**config.mk**
```make
export PLATFORM = sky130hd
export DESIGN_NAME = p1_pos_ctrl
export DESIGN_NICKNAME = d
export VERILOG_FILES = /design/src/rtl/p1_pkg.sv /design/src/rtl/vblank_tick.sv /design/src/rtl/p1_pos_ctrl.sv
export SDC_FILE = /design/constraint.sdc
export NUM_CORES = 1
export LEC_CHECK = 0
export CORE_MARGIN = 2
export CORE_UTILIZATION = 35
export CTS_CLUSTER_SIZE = 20
export DETAILED_ROUTE_END_ITERATION = 7
export DONT_BUFFER_PORTS = 1
export GPL_ROUTABILITY_DRIVEN = 1
export PLACE_DENSITY = 0.52
export SYNTH_ARGS = -nofsm -noshare
export SYNTH_HDL_FRONTEND = slang
export SYNTH_SLANG_ARGS = --single-unit
```
**constraint.sdc**
```tcl
create_clock -name clk -period 4.1 [get_ports clk]
set_input_delay 1.025 -clock clk [delete_from_list [all_inputs] [get_ports clk]]
set_output_delay 1.025 -clock clk [all_outputs]
set_load 0.005 [all_outputs]
```
**src/rtl/p1_pkg.sv**
```systemverilog
// -----------------------------------------------------------------------------
// p1_pkg
// Shared constants and types for the player-1 position controller.
//   SCREEN_H     : visible lines per frame; v_cnt at or above this is vblank
//   SPRITE_H     : player-1 sprite height in lines
//   P1_Y_MAX     : lowest legal top line, so the sprite stays fully visible
//   ACCEL_THRESH : consecutive same-direction frames before the step doubles
//   p1_state_t   : movement FSM state encoding
// -----------------------------------------------------------------------------
package p1_pkg;

    localparam logic [10:0] SCREEN_H     = 11'd480;
    localparam logic [10:0] SPRITE_H     = 11'd50;
    localparam logic [10:0] P1_Y_MAX     = SCREEN_H - SPRITE_H;
    localparam logic [3:0]  ACCEL_THRESH = 4'd8;

    typedef enum logic [1:0] {
        ST_IDLE = 2'd0,
        ST_UP   = 2'd1,
        ST_DOWN = 2'd2
    } p1_state_t;

endpackage

```
**src/rtl/vblank_tick.sv**
```systemverilog
// -----------------------------------------------------------------------------
// vblank_tick
// Registers the vertical-blanking condition and emits a single-cycle pulse
// on its rising edge, giving one tick per frame whatever the h_cnt pace.
// Ports:
//   clk          : system clock
//   rst          : asynchronous active-high reset
//   v_cnt_i      : VGA vertical line counter
//   frame_tick_o : registered one-clock pulse at the start of vblank
// -----------------------------------------------------------------------------
module vblank_tick
    import p1_pkg::*;
(
    input  logic       clk,
    input  logic       rst,
    input  logic [9:0] v_cnt_i,
    output logic       frame_tick_o
);

    logic vblank_q, vblank_d;
    logic tick_q, tick_d;

    always_comb begin
        vblank_d = ({1'b0, v_cnt_i} >= SCREEN_H);
        // Pulse rises in the same cycle registered vblank first reads 1.
        tick_d   = vblank_d & ~vblank_q;
    end

    always_ff @(posedge clk or posedge rst) begin
        if (rst) begin
            vblank_q <= 1'b0;
            tick_q   <= 1'b0;
        end else begin
            vblank_q <= vblank_d;
            tick_q   <= tick_d;
        end
    end

    assign frame_tick_o = tick_q;

endmodule

```
**src/rtl/p1_pos_ctrl.sv**
```systemverilog
// -----------------------------------------------------------------------------
// p1_pos_ctrl
// Player-1 paddle vertical position controller. Buttons are synchronised,
// the movement FSM is evaluated once per frame on frame_tick, and P1_y is
// updated on the same edge so the new value appears the cycle after the
// tick and stays constant through the whole active-video frame.
// Ports:
//   clk, rst    : system clock, asynchronous active-high reset
//   h_cnt       : VGA horizontal counter (not needed for frame pacing)
//   v_cnt       : VGA vertical counter, drives vblank detection
//   btn_up/down : raw asynchronous button levels
//   enable      : game-running qualifier; low forces IDLE and freezes P1_y
//   P1_y        : registered sprite top line, clamped to [0, P1_Y_MAX]
//   moving      : registered, high while FSM is UP or DOWN
//   frame_tick  : one-clock pulse at the start of vblank
// Build option: define P1_ACCEL_EN to double the step after ACCEL_THRESH
// consecutive frames moving in the same direction.
// -----------------------------------------------------------------------------
module p1_pos_ctrl
    import p1_pkg::*;
#(
    parameter logic [10:0] Y_RESET = 11'd215,
    parameter logic [10:0] STEP    = 11'd2
) (
    input  logic        clk,
    input  logic        rst,
    input  logic [9:0]  h_cnt,
    input  logic [9:0]  v_cnt,
    input  logic        btn_up,
    input  logic        btn_down,
    input  logic        enable,
    output logic [10:0] P1_y,
    output logic        moving,
    output logic        frame_tick
);

    logic unused_h;
    assign unused_h = ^h_cnt;

    logic up_s1_q, up_s2_q, dn_s1_q, dn_s2_q;
    p1_state_t   state_q, state_d;
    logic [10:0] y_q, y_d;
    logic        moving_q, moving_d;
    logic [10:0] step;
    logic [10:0] sum;
    logic        tick;

`ifdef P1_ACCEL_EN
    logic [3:0] hold_q, hold_d;
`endif

    vblank_tick u_vblank_tick (
        .clk          (clk),
        .rst          (rst),
        .v_cnt_i      (v_cnt),
        .frame_tick_o (tick)
    );

    always_ff @(posedge clk or posedge rst) begin
        if (rst) begin
            up_s1_q <= 1'b0;
            up_s2_q <= 1'b0;
            dn_s1_q <= 1'b0;
            dn_s2_q <= 1'b0;
        end else begin
            up_s1_q <= btn_up;
            up_s2_q <= up_s1_q;
            dn_s1_q <= btn_down;
            dn_s2_q <= dn_s1_q;
        end
    end

    always_comb begin
        state_d  = state_q;
        y_d      = y_q;
        moving_d = moving_q;
        step     = STEP;
        sum      = y_q + STEP;
`ifdef P1_ACCEL_EN
        hold_d   = hold_q;
`endif
        if (tick) begin
            if (!enable)                 state_d = ST_IDLE;
            else if (up_s2_q && !dn_s2_q) state_d = ST_UP;
            else if (dn_s2_q && !up_s2_q) state_d = ST_DOWN;
            else                          state_d = ST_IDLE;

`ifdef P1_ACCEL_EN
            // The counter holds the number of earlier consecutive frames in
            // the current direction; a fresh direction starts counting at 1.
            if (state_d == ST_IDLE) begin
                hold_d = 4'd0;
            end else if (state_d == state_q) begin
                if (hold_q >= ACCEL_THRESH) step = STEP << 1;
                if (hold_q != 4'hF)         hold_d = hold_q + 4'd1;
            end else begin
                hold_d = 4'd1;
            end
`endif

            // 11-bit sum is checked against the limit before it is stored.
            sum = y_q + step;
            case (state_d)
                ST_UP:   y_d = (y_q >= step) ? (y_q - step) : 11'd0;
                ST_DOWN: y_d = (sum > P1_Y_MAX) ? P1_Y_MAX : sum;
                default: y_d = y_q;
            endcase
            moving_d = (state_d != ST_IDLE);
        end
    end

    always_ff @(posedge clk or posedge rst) begin
        if (rst) begin
            state_q  <= ST_IDLE;
            y_q      <= Y_RESET;
            moving_q <= 1'b0;
`ifdef P1_ACCEL_EN
            hold_q   <= 4'd0;
`endif
        end else begin
            state_q  <= state_d;
            y_q      <= y_d;
            moving_q <= moving_d;
`ifdef P1_ACCEL_EN
            hold_q   <= hold_d;
`endif
        end
    end

    assign P1_y       = y_q;
    assign moving     = moving_q;
    assign frame_tick = tick;

endmodule

```
* Word-level counts from Yosys, hierarchy flattened *
Cells that the tools add are included.
Widths: inputs -> output; s select.

word-level totals
  word-level logic and storage cells = 31
  latch bits = 0
  memories kept = 0
  bits in read-only memories = 0
  register bits after elaboration = 18
  RAM bits = 0

cells by class
  divide/modulo/power cells = 0
  mux-type cells = 7
  shifts and indexed selects = 0
  eq/ne operators = 2
  multipliers = 0
  reduce and logical (&&, ||, !) cells = 7
  add/sub/neg operators = 2
  bitwise gates (word level) = 2
  order comparisons = 3

operators with widths
  cell                   number
  $mux 11                2
  $pmux 11 s2            1
  $add 11x2->11 const B  1
  $ge 11x2->1 const B    1
  $gt 11x9->1 const B    1
  $sub 11x2->11 const B  1
  $ge 10x9->1 const B    1
  $mux 2                 4
  $reduce_bool 2->1      2
  $eq 2x1->1 const B     1
  $eq 2x2->1 const B     1
  $logic_and 1x1->1      2
  $logic_not 1->1        2
  $reduce_and 2->1       1
  $and 1x1->1            1
  $not 1->1              1

* Depth between registers and ports, before layout *
Gate-level depths: netlist (run 1).

  depth after elaboration = 9
  gate-level depth with buffers = 10
  gate-level depth less buffers = 8

* By module *
Synthesis (run 1) repeated with hierarchy kept, for this count alone.

unflattened totals
  cell total of the unflattened synthesis = 144
  area, all modules = 1,265.0 sq um

by module, submodules not included
  module       cells an instance  area an instance (sq um)  instances
  p1_pos_ctrl  139                1,187.4                   1
  vblank_tick  5                  77.6                      1

* Worst setup path after synthesis (run 1) *
Ideal clock, no wire load.

  path type = flip-flop to flip-flop
  start point = reg y_q[1], in the netlist P1_y[1]
  end point = reg y_q[6], in the netlist P1_y[6]
  cell stages (with the launch flop) = 8
  buffers on the path = 0
  setup slack = 1.634 ns
  arrival = 2.382 ns
  cell sequence = dfstp_2 -> ha_1 -> nand2_1 -> or4b_2 -> a31oi_1 -> o22a_2 -> o31ai_1 -> a311o_1

on the way
  cells in the longest elaborated chain, start to end = 4
  elaborated cells between the ends (all ways) = 7
  those cells by class = add/sub: 2; order compare: 2; mux: 3

ends and longest elaborated chain
  item                      RTL line            text
  start: declaration        p1_pos_ctrl.sv:42   logic [10:0] y_q, y_d;
  start signal: assignment  p1_pos_ctrl.sv:122  y_q <= y_d;
  $add 11x2->11             p1_pos_ctrl.sv:102  sum = y_q + step;
  $gt 11x9->1               p1_pos_ctrl.sv:105  ST_DOWN: y_d = (sum > P1_Y_MAX) ? P1_Y_MAX : sum;
  $mux 11                   p1_pos_ctrl.sv:105
  $pmux 11 s2 (*)           p1_pos_ctrl.sv:103  case (state_d)

Mark *: on every way between the ends. The rest lies on a longest branch, timed or not.
A chain may end at the register's enable or synchronous reset.

* Worst setup path after layout (run 1) *
Same ends and word-level chain as after synthesis.

==> summary.md, run 1 <==
| Metric | Value |
|---|---|
| Vias post-DR | `1226` |
| CP peak stage delay | `0.69 ns` |
| Worst-path maximum fanout | `11` |
| FF/Latch Area | `458 µm²` |
| Area after DPL | `between 1000 and 1500 µm²` |
| Grt total ovfl | `0` |
| CP max-delay cell | `or4b_2` |
| Ys async rst share | `100%` |
| Cell area after layout | `1370 µm²` |
| Hold_buf cts | `0` |
| Post-CTS Setup Bufs | `0` |
| Pins Over Slew Limit | `0` |
| CORE AREA | `about 3600 µm²` |
| Largest net degree at the start of global routing | `19` |
| Post-route antenna net violation count | `0` |
| Clk root buf | `clkbuf_8` |
| Layout Cells excl Fill | `199` |
| Crit. End Element | `register` |
| Final nets | `around 180` |
| RSZ-0062 raised after global routing | `false` |
| Leak pwr | `0.527 nW` |
| Total GRT Usage | `16.8%` |
| Setup Skew | `0.00198 ns` |
| CP top delay family | `compound AO/OA/AOI/OAI gates` |
| Synth Register Bits | `18` |
| Drt pass-1 iters | `4` |
| Clock sinks | `18` |
| Area of the multi-input gates | `763 µm²` |
| Top cell types by occurrence after synthesis | `o21ai_0 (15), dfrtp_1 (12), nand2_1 (12), inv_1 (10), nor2_1 (10)` |
| # Max-Cap Violations | `0` |
| Mapped Nets | `189` |
| Top post-synthesis cells by area | `dfrtp_1 (23%), dfstp_2 (12%), ha_1 (5.8%)` |
| Top_reg_cell synth | `dfrtp_1` |
| Final Critical Period | `2.91 ns` |
| Port Buffers | `0` |
| DRC | `0` |
| Vias in the first global route | `1166` |
| Synthesis Warnings | `0` |
| Critical-path cell list | `ha_1, nand2_1, or4b_2, a31oi_1, o22a_2, o31ai_1, a311o_1` |
| HP Class | `register to register` |
| Post-synth top area cell | `dfrtp_1` |
| EDFF count, synth | `0` |
| H-tree Lvls | `1` |
| Tot Pwr | `0.641 mW` |
| TritonCTS clock tree | `yes` |
| Worst Tran Pin Value | `about 0.68 ns` |
| Final Hold Fails | `0` |
| Die Span X | `65.0 µm` |
| Avg Cell Area, Syn | `8.25 µm²` |
| Hold WS | `0.353 ns` |
| Fillers | `383` |
| Synth Cell Area | `1300 µm²` |
| Sequential share of the synthesized area | `35.1%` |
| Ports | `38` |
| Final setup viols | `0` |
| Critical Path RT | `around 4.3 ns` |
| Arr. time, crit path | `3.09 ns` |
| Die H | `65.0 µm` |
| Cells after Synth | `158` |
| Clock transition at path regs | `0.07 ns` |
| Worst vdd ir | `0.000141 V` |
| Most frequent cell after synthesis | `o21ai_0` |
| Avg WL per Cell | `approximately 17 µm` |
| DRT iter0 DRCs | `59` |
| Std-Cell Rows | `22` |
| Clock buffer depth | `2` |
| Die area | `4230 µm²` |
| Post-cts resize count | `0` |
| DR vias/cell | `6.16` |
| Synth top area share | `between 20 and 25%` |
| DP HPWL | `2350 µm` |
| Worst path buffer plus inverter count | `0` |
| Layout cells sized above 1 | `8.61%` |
| Routed wire length | `between 3000 and 4000 µm` |
| Pwr Density | `around 470 nW/µm²` |
| Setup TNS | `0 ns` |
| Kind of critical path | `register to register` |
| Netlist cell types | `46` |
| Global-route wire length before repair | `5550 µm` |
| Antenna cells | `0` |
| Crit share post-route | `70.9%` |
| Worst skew pair latency | `0.25 ns` |
| Initial antenna violation count | `0` |
| Num CTS Buffers | `3` |
| Max_slew headroom | `54.3%` |
| Initial Util | `35.9%` |
| Outcome | `completed` |
| Worst setup SP type | `register` |
| Placed Instances | `195` |
| Area Growth Syn to Fin | `5.37%` |
| Achievable Freq | `0.344 GHz` |
| RePlAce Congestion | `about 0.87` |
[routing by layer]
metal | routed length, µm | vias up | GRT usage [%]
li1 | - | 571 | -
met1 | 1520 | 597 | 22.9
met2 | 1580 | 52 | 26.9
met3 | 191 | 6 | 1.91
met4 | 57 | 0 | 7.55
met5 | 0 | - | 0
[metrics by stage]
step | util, % | setup WS (ns)
2_1_floorplan | - | 1.63
4_1_cts | 37.8 | 1.22
3_5_place_dp | 36.3 | 1.24
6_report | 37.8 | 1.19
3_3_place_gp | 36.3 | 1.32
5_1_grt | 37.8 | 1.10
[path summary, 6_finish.rpt]
path / from / to / slack, ns / cells after the start
worst min register to register: dn_s1_q$_DFF_PP0_ / dn_s2_q$_DFF_PP0_ / 0.35 / 0
worst min-delay path: dn_s1_q$_DFF_PP0_ / dn_s2_q$_DFF_PP0_ / 0.35 / 0
worst max-delay path: P1_y[1]$_DFFE_PP1P_ / P1_y[6]$_DFFE_PP1P_ / 1.19 / 7
worst max register to register: P1_y[1]$_DFFE_PP1P_ / P1_y[6]$_DFFE_PP1P_ / 1.19 / 7
max in group asynchronous: rst / P1_y[10]$_DFFE_PP0P_ / 2.91 / 1
min in group asynchronous: rst / up_s2_q$_DFF_PP0_ / 0.76 / 1
[flip-flops by register name, indices dropped and copies added (netlist names)]
register / count
dn_s1_q: 1
u_vblank_tick.vblank_q: 1
P1_y: 11
dn_s2_q: 1
up_s1_q: 1
up_s2_q: 1
u_vblank_tick.frame_tick_o: 1
moving: 1
[layout make-up]
cell class              instances  share of cell area (%)
well taps                      48                    4.37
flip-flops and latches         18                    33.3
multi-input cells             119                    55.6
inverters                      10                    2.73
clock buffers                   4                    4.01
[cells in the final DEF, fill, tap and decap left out, types with 6 or more instances in the layout]
master,n
o21ai_0,15
dfrtp_1,12
nand2_1,12
nor2_1,10
inv_1,10
a21oi_1,9
nand3_1,7
nor3_1,7
dfstp_2,6
ha_1,6
[worst register-to-register path, cell delays in order, from the launching register on]
cell	delay [ns]
dfstp_2	0.65
ha_1	0.36
nand2_1	0.15
or4b_2	0.69
a31oi_1	0.24
o22a_2	0.27
o31ai_1	0.10
a311o_1	0.37
[power by group]
group	switching (mW)	internal, mW	leakage [nW]
logic	0.115	0.0841	0.290
registers	0.0805	0.214	0.208
clock network	0.0614	0.0853	0.0288
[cells by family (layout without fill, tap and decap cells)]
kind of cell	Yosys count	after routing	share of synthesized area [%]
AO/OA/AOI/OAI	45	45	22.6
XOR/XNOR	3	3	2.02
adder cells (fa/ha/maj)	6	6	5.76
buffers and inverters	21	14	6.33
flip-flops	18	18	35.1
multiplexers	2	2	1.54
AND/OR/NAND/NOR	63	63	26.7
Power figures use the tool's default switching activity.
==> run 2, diff against run 1 <==
- PLACE_DENSITY: 0.52 -> 0.54
- clock period: 4.1 -> 2.57 ns (I/O delays scaled with it)
==> run 2 against run 1 <==
  * Worst hold slack worse by 0.0052 ns
  * Register-to-register slack got worse by 1.1 ns
  * Setup slack lost 1.1 ns
  * Critical endpoint unchanged
  * Largest cell class unchanged
==> summary.md, run 2 (synthesized netlist as in run 1, its figures left out) <==
| Metric | Value |
|---|---|
| Outcome | `completed (unchanged)` |
| Worst skew pair latency | `0.25 ns (about the same)` |
| Largest net degree at the start of global routing | `19 (unchanged)` |
| Area Growth Syn to Fin | `16.3% (was 5.37%)` |
| CORE AREA | `3630 µm² (unchanged)` |
| Clk root buf | `clkbuf_8 (unchanged)` |
| RePlAce Congestion | `0.808 (was 0.868)` |
| DR vias/cell | `5.56 (was 6.16)` |
| Internal power | `0.706 mW (was 0.384 mW)` |
| HP Class | `register to register (unchanged)` |
| DP HPWL | `2520 µm (was 2350 µm)` |
| RSZ-0062 raised after global routing | `false (unchanged)` |
| Antenna cells | `0 (unchanged)` |
| Final Hold Fails | `0 (unchanged)` |
| Post-CTS Setup Bufs | `0 (unchanged)` |
| Die H | `65.0 µm (unchanged)` |
| Comb power frac | `42.0% (was 31.0%)` |
| Most common cell after layout, fill and taps aside | `buf_4 (was o21ai_0)` |
| Final worst slack | `0.106 ns (was 1.19 ns)` |
| Final Critical Period | `2.46 ns (was 2.91 ns)` |
| Die Span X | `65.0 µm (unchanged)` |
| Most frequent cells in the layout | `buf_4 (19), o21ai_0 (15), dfrtp_1 (12), nand2_1 (12) (was o21ai_0 (15), dfrtp_1 (12), nand2_1 (12))` |
| Clock transition at path regs | `0.07 ns (about the same)` |
| Post-route core utilization | `41.7% (was 37.8%)` |
| Global-route wire length before repair | `5550 µm (about the same)` |
| Achievable Freq | `0.406 GHz (was 0.344 GHz)` |
| Grt total ovfl | `0 (unchanged)` |
| Setup TNS | `0 ns (unchanged)` |
| Drt pass-1 iters | `4 (unchanged)` |
| Worst setup SP type | `register (unchanged)` |
| Layout cells sized above 1 | `18.8% (was 8.61%)` |
| Critical Path RT | `2.74 ns (was 4.28 ns)` |
| Clock sinks | `18 (unchanged)` |
| Routed wire length | `3310 µm (was 3350 µm)` |
| Arr. time, crit path | `2.64 ns (was 3.09 ns)` |
| TritonCTS clock tree | `yes (unchanged)` |
| DRC | `0 (unchanged)` |
| Post-route antenna net violation count | `0 (unchanged)` |
| Net Sw Frac | `36.6% (was 40.1%)` |
| Std-Cell Rows | `22 (unchanged)` |
| Hold WS | `0.348 ns (was 0.353 ns)` |
| Initial Util | `35.9% (unchanged)` |
| Vias post-DR | `1213 (was 1226)` |
| Vias in the first global route | `1181 (was 1166)` |
| Final nets | `202 (was 183)` |
| Ports | `38 (unchanged)` |
| Crit. End Element | `register (unchanged)` |
| Psw | `0.409 mW (was 0.257 mW)` |
| Area after DPL | `1460 µm² (was 1320 µm²)` |
| Final setup viols | `0 (unchanged)` |
| Seq pwr share | `37.9% (was 46.1%)` |
| Initial antenna violation count | `0 (unchanged)` |
| Post-cts resize count | `0 (unchanged)` |
| CP peak stage delay | `0.65 ns (was 0.69 ns)` |
| Die area | `4230 µm² (unchanged)` |
| Tot Pwr | `1.11 mW (was 0.641 mW)` |
| Pre-CTS setup slack | `0.119 ns (was 1.24 ns)` |
| Pwr Density | `735 nW/µm² (was 466 nW/µm²)` |
| Total GRT Usage | `16.8% (about the same)` |
| Kind of critical path | `register to register (unchanged)` |
| Clock buffer depth | `2 (unchanged)` |
| Layout Cells excl Fill | `218 (was 199)` |
| Max_slew headroom | `54.6% (was 54.3%)` |
| Avg WL per Cell | `15.2 µm (was 16.8 µm)` |
| Worst vdd ir | `0.000322 V (was 0.000141 V)` |
| Leak pwr | `0.619 nW (was 0.527 nW)` |
| # Max-Cap Violations | `0 (unchanged)` |
| Critical-path cell list | `ha_1, nand2_1, or4b_2, a31oi_1, o22a_2, o31ai_1, a311o_1 (unchanged)` |
| Max FFs per register | `11 (unchanged)` |
| Worst Tran Pin Value | `0.680 ns (was 0.685 ns)` |
| Crit share post-route | `95.9% (was 70.9%)` |
| DRT iter0 DRCs | `65 (was 59)` |
| Num CTS Buffers | `3 (unchanged)` |
| Placed Instances | `214 (was 195)` |
| Port Buffers | `0 (unchanged)` |
| Pins Over Slew Limit | `0 (unchanged)` |
| Clock Power Share | `20.1% (was 22.9%)` |
| Worst-path maximum fanout | `7 (was 11)` |
| Setup Skew | `0.000600 ns (was 0.00198 ns)` |
| H-tree Lvls | `1 (unchanged)` |
| Cell area after layout | `1520 µm² (was 1370 µm²)` |
| Hold_buf cts | `0 (unchanged)` |
| CP max-delay cell | `or4b_2 (unchanged)` |
==> run 2: cell count changes in the layout (fill, tap and decap cells not counted), sizes merged <==
cell / before / now
buf: 0 / 19
==> run 2: final cells by class <==
cell class / instances / area [µm²]
clock buffers: 4 / 55.1
fillers: 386 / 2120
inverters: 10 / 37.5
multi-input cells: 119 / 763
flip-flops and latches: 18 / 458
well taps: 48 / 60.1
repair buffers: 19 / 143
==> run 2: worst paths after layout <==
path                                startpoint                   to  slack [ns]  depth (start not counted)
setup / recovery           P1_y[1]$_DFFE_PP1P_  P1_y[6]$_DFFE_PP1P_        0.11                          7
min in group asynchronous                  rst  P1_y[3]$_DFFE_PP0P_        0.38                          1
max in group asynchronous                  rst  P1_y[8]$_DFFE_PP0P_        1.76                          1
hold reg to reg              dn_s1_q$_DFF_PP0_    dn_s2_q$_DFF_PP0_        0.35                          0
setup reg to reg           P1_y[1]$_DFFE_PP1P_  P1_y[6]$_DFFE_PP1P_        0.11                          7
hold / removal               dn_s1_q$_DFF_PP0_    dn_s2_q$_DFF_PP0_        0.35                          0
==> run 2: layer usage <==
layer,vias up,track usage [%],part of all wire (%)
met1,571,21.1,43
met2,33,29.1,51
met5,-,0,0
met3,4,2.43,4.5
met4,0,6.25,1.3
li1,605,-,-
==> run 2: power by group through the flow <==
stage               sequential [mW]  combinational, mW  clock [mW]
detailed placement            0.428              0.467           0
floorplan                     0.410              0.293           0
global route                  0.433              0.530       0.247
finish                        0.423              0.468       0.224
CTS                           0.423              0.470       0.231
global placement              0.426              0.462           0
==> run 2: critical path: cells and delay by family (launching register included) <==
kind,cells,cell delay [ns]
AO/OA/AOI/OAI,4,0.88
adder cells (fa/ha/maj),1,0.18
flip-flops,1,0.59
AND/OR/NAND/NOR,2,0.72
==> run 3, diff against run 2 <==
- PLACE_DENSITY: 0.54 -> 0.48
==> run 3 against run 2 <==
  * Sequential cell count unchanged
  * Worst hold slack better by 0.0010 ns
  * Largest power group unchanged
  * Critical endpoint is now P1_y[0]$_DFFE_PP1P_
  * Combinational power up 3%
  * Sequential power down 3%
  * Non-clock buffer count down 2
==> summary.md, run 3 (synthesized netlist as in run 1, its figures left out) <==
| Metric | Value |
|---|---|
| Max_slew headroom | `52.7% (was 54.6%)` |
| Port Buffers | `0 (unchanged)` |
| Clock buffer depth | `2 (unchanged)` |
| Most common cell after layout, fill and taps aside | `buf_4 (unchanged)` |
| Post-route core utilization | `41.7% (about the same)` |
| Std-Cell Rows | `22 (unchanged)` |
| Most frequent cells in the layout | `buf_4 (17), o21ai_0 (15), dfrtp_1 (12) (was buf_4 (19), o21ai_0 (15), dfrtp_1 (12), nand2_1 (12))` |
| RePlAce Congestion | `0.828 (was 0.808)` |
| Initial antenna violation count | `0 (unchanged)` |
| Crit. End Element | `register (unchanged)` |
| Min-Delay Endpoint | `dn_s2_q$_DFF_PP0_ (unchanged)` |
| R2R Path Start | `P1_y[1]$_DFFE_PP1P_ (unchanged)` |
| Die Span X | `65.0 µm (unchanged)` |
| Largest net degree at the start of global routing | `19 (unchanged)` |
| R2r endpoint | `P1_y[0]$_DFFE_PP1P_ (was P1_y[6]$_DFFE_PP1P_)` |
| Clk root buf | `clkbuf_8 (unchanged)` |
| Routed wire length | `3510 µm (was 3310 µm)` |
| Worst Tran Pin Value | `0.709 ns (was 0.680 ns)` |
| Final Critical Period | `2.49 ns (was 2.46 ns)` |
| Post-route antenna net violation count | `0 (unchanged)` |
| Total GRT Usage | `17.7% (was 16.8%)` |
| Setup Skew | `0.0131 ns (was 0.000600 ns)` |
| Hold_buf cts | `0 (unchanged)` |
| Cell count of the worst reg-to-reg path | `8 (was 7)` |
| Achievable Freq | `0.401 GHz (was 0.406 GHz)` |
| Leak pwr | `0.610 nW (was 0.619 nW)` |
| Die area | `4230 µm² (unchanged)` |
| Tot Pwr | `1.13 mW (was 1.11 mW)` |
| Area of the multi-input gates | `776 µm² (was 763 µm²)` |
| Grt total ovfl | `0 (unchanged)` |
| Final nets | `200 (was 202)` |
| Pins Over Slew Limit | `0 (unchanged)` |
| Crit share post-route | `96.9% (was 95.9%)` |
| Vias in the first global route | `1211 (was 1181)` |
| Final setup viols | `0 (unchanged)` |
| Layout cells sized above 1 | `19.6% (was 18.8%)` |
| Fillers | `389 (was 386)` |
| Critical Path RT | `2.75 ns (was 2.74 ns)` |
| Hold depth | `0 (unchanged)` |
| Worst vdd ir | `0.000320 V (was 0.000322 V)` |
| H-tree Lvls | `1 (unchanged)` |
| Final worst slack | `0.0787 ns (was 0.106 ns)` |
| DRC | `0 (unchanged)` |
| Initial Util | `35.9% (unchanged)` |
| Worst setup SP type | `register (unchanged)` |
| Hold Path Origin | `dn_s1_q$_DFF_PP0_ (unchanged)` |
| Global-route wire length before repair | `5930 µm (was 5550 µm)` |
| Worst skew pair latency | `0.26 ns (was 0.25 ns)` |
| Kind of critical path | `register to register (unchanged)` |
| TritonCTS clock tree | `yes (unchanged)` |
| DRT iter0 DRCs | `95 (was 65)` |
| Met1 WL | `1630 µm (was 1420 µm)` |
| Worst-path maximum fanout | `6 (was 7)` |
| Antenna cells | `0 (unchanged)` |
| Ports | `38 (unchanged)` |
| Top sig layer | `met4 (unchanged)` |
| Met3 WL | `198 µm (was 148 µm)` |
| Vias post-DR | `1261 (was 1213)` |
| Arr. time, crit path | `2.67 ns (was 2.64 ns)` |
| Clock transition at path regs | `0.07 ns (about the same)` |
| Wire length on met2 | `1640 µm (was 1690 µm)` |
| DR vias/cell | `5.84 (was 5.56)` |
| Max FFs per register | `11 (unchanged)` |
| Die H | `65.0 µm (unchanged)` |
| Outcome | `completed (unchanged)` |
| Flop2flop setup slack | `0.08 ns (was 0.11 ns)` |
| HP Class | `register to register (unchanged)` |
| CORE AREA | `3630 µm² (unchanged)` |
| Final Hold Fails | `0 (unchanged)` |
| Pre-CTS setup slack | `0.0180 ns (was 0.119 ns)` |
| Avg WL per Cell | `16.3 µm (was 15.2 µm)` |
| Num CTS Buffers | `3 (unchanged)` |
| FF/Latch Area | `458 µm² (unchanged)` |
| Pwr Density | `749 nW/µm² (was 735 nW/µm²)` |
| Clock sinks | `18 (unchanged)` |
| Drt pass-1 iters | `4 (unchanged)` |
| # Max-Cap Violations | `0 (unchanged)` |
| Area Growth Syn to Fin | `16.1% (was 16.3%)` |
| DP HPWL | `2610 µm (was 2520 µm)` |
-- run 3: changes by cell type in the layout (fill, tap and decap cells not counted), sizes merged --
cell / change
buf: -2
-- run 3: worst max path at each step --
stage / from / to / slack (ns) / cells past startpoint
floorplan: P1_y[1]$_DFFE_PP1P_ / P1_y[6]$_DFFE_PP1P_ / 0.10 / 7
global placement: P1_y[1]$_DFFE_PP1P_ / P1_y[6]$_DFFE_PP1P_ / 0.06 / 8
detailed placement: P1_y[1]$_DFFE_PP1P_ / P1_y[6]$_DFFE_PP1P_ / 0.02 / 8
CTS: P1_y[1]$_DFFE_PP1P_ / P1_y[6]$_DFFE_PP1P_ / 0.007 / 8
global route: P1_y[1]$_DFFE_PP1P_ / P1_y[6]$_DFFE_PP1P_ / -0.001 / 7
finish: P1_y[1]$_DFFE_PP1P_ / P1_y[0]$_DFFE_PP1P_ / 0.08 / 8
-- run 3: layout make-up --
| cell class | instances | share of cell area [%] |
|---|---|---|
| tap | 48 | 3.97 |
| clock buffer | 4 | 3.64 |
| sequential | 18 | 30.2 |
| multi-input combinational | 119 | 51.2 |
| inverter | 10 | 2.48 |
| timing repair buffer | 17 | 8.43 |
-- run 3: power breakdown --
group | switching (mW) | leakage (nW) | internal (mW)
Combinational | 0.266 | 0.373 | 0.214
Sequential | 0.0699 | 0.208 | 0.342
Clock | 0.106 | 0.0288 | 0.136
Total | 0.442 | 0.610 | 0.692
-- run 3: metrics by stage --
step	hold slack (ns)	cells	cell area [µm²]	TNS [ns]
final	0.349	216	1510	0
after CTS	0.351	215	1490	0
after global routing	0.364	216	1510	-0.00123
after global placement	0.334	211	1440	0
after floorplan	0.331	158	1300	0
after detailed placement	0.335	211	1440	0
-- run 3: layer usage --
layer | GRT usage [%] | vias to the layer above
met4 | 3.13 | 0
met2 | 30.0 | 37
li1 | - | 602
met3 | 4.17 | 4
met1 | 23.2 | 618
met5 | 0 | -
-- run 3: timing repair --
action / in CTS / in global routing
buffers inserted: 0 / 1
resized for setup: 0 / 4
endpoints found under the setup margin: 0 / 6
-- run 3: critical path, cell delays in order (launching register included) --
cell and delay, ns:
dfstp_2 0.59, ha_2 0.21, nand2_2 0.07, or4b_2 0.65, a31oi_1 0.21, o22a_2 0.24
buf_4 0.14, nor2_1 0.04, o31a_1 0.28
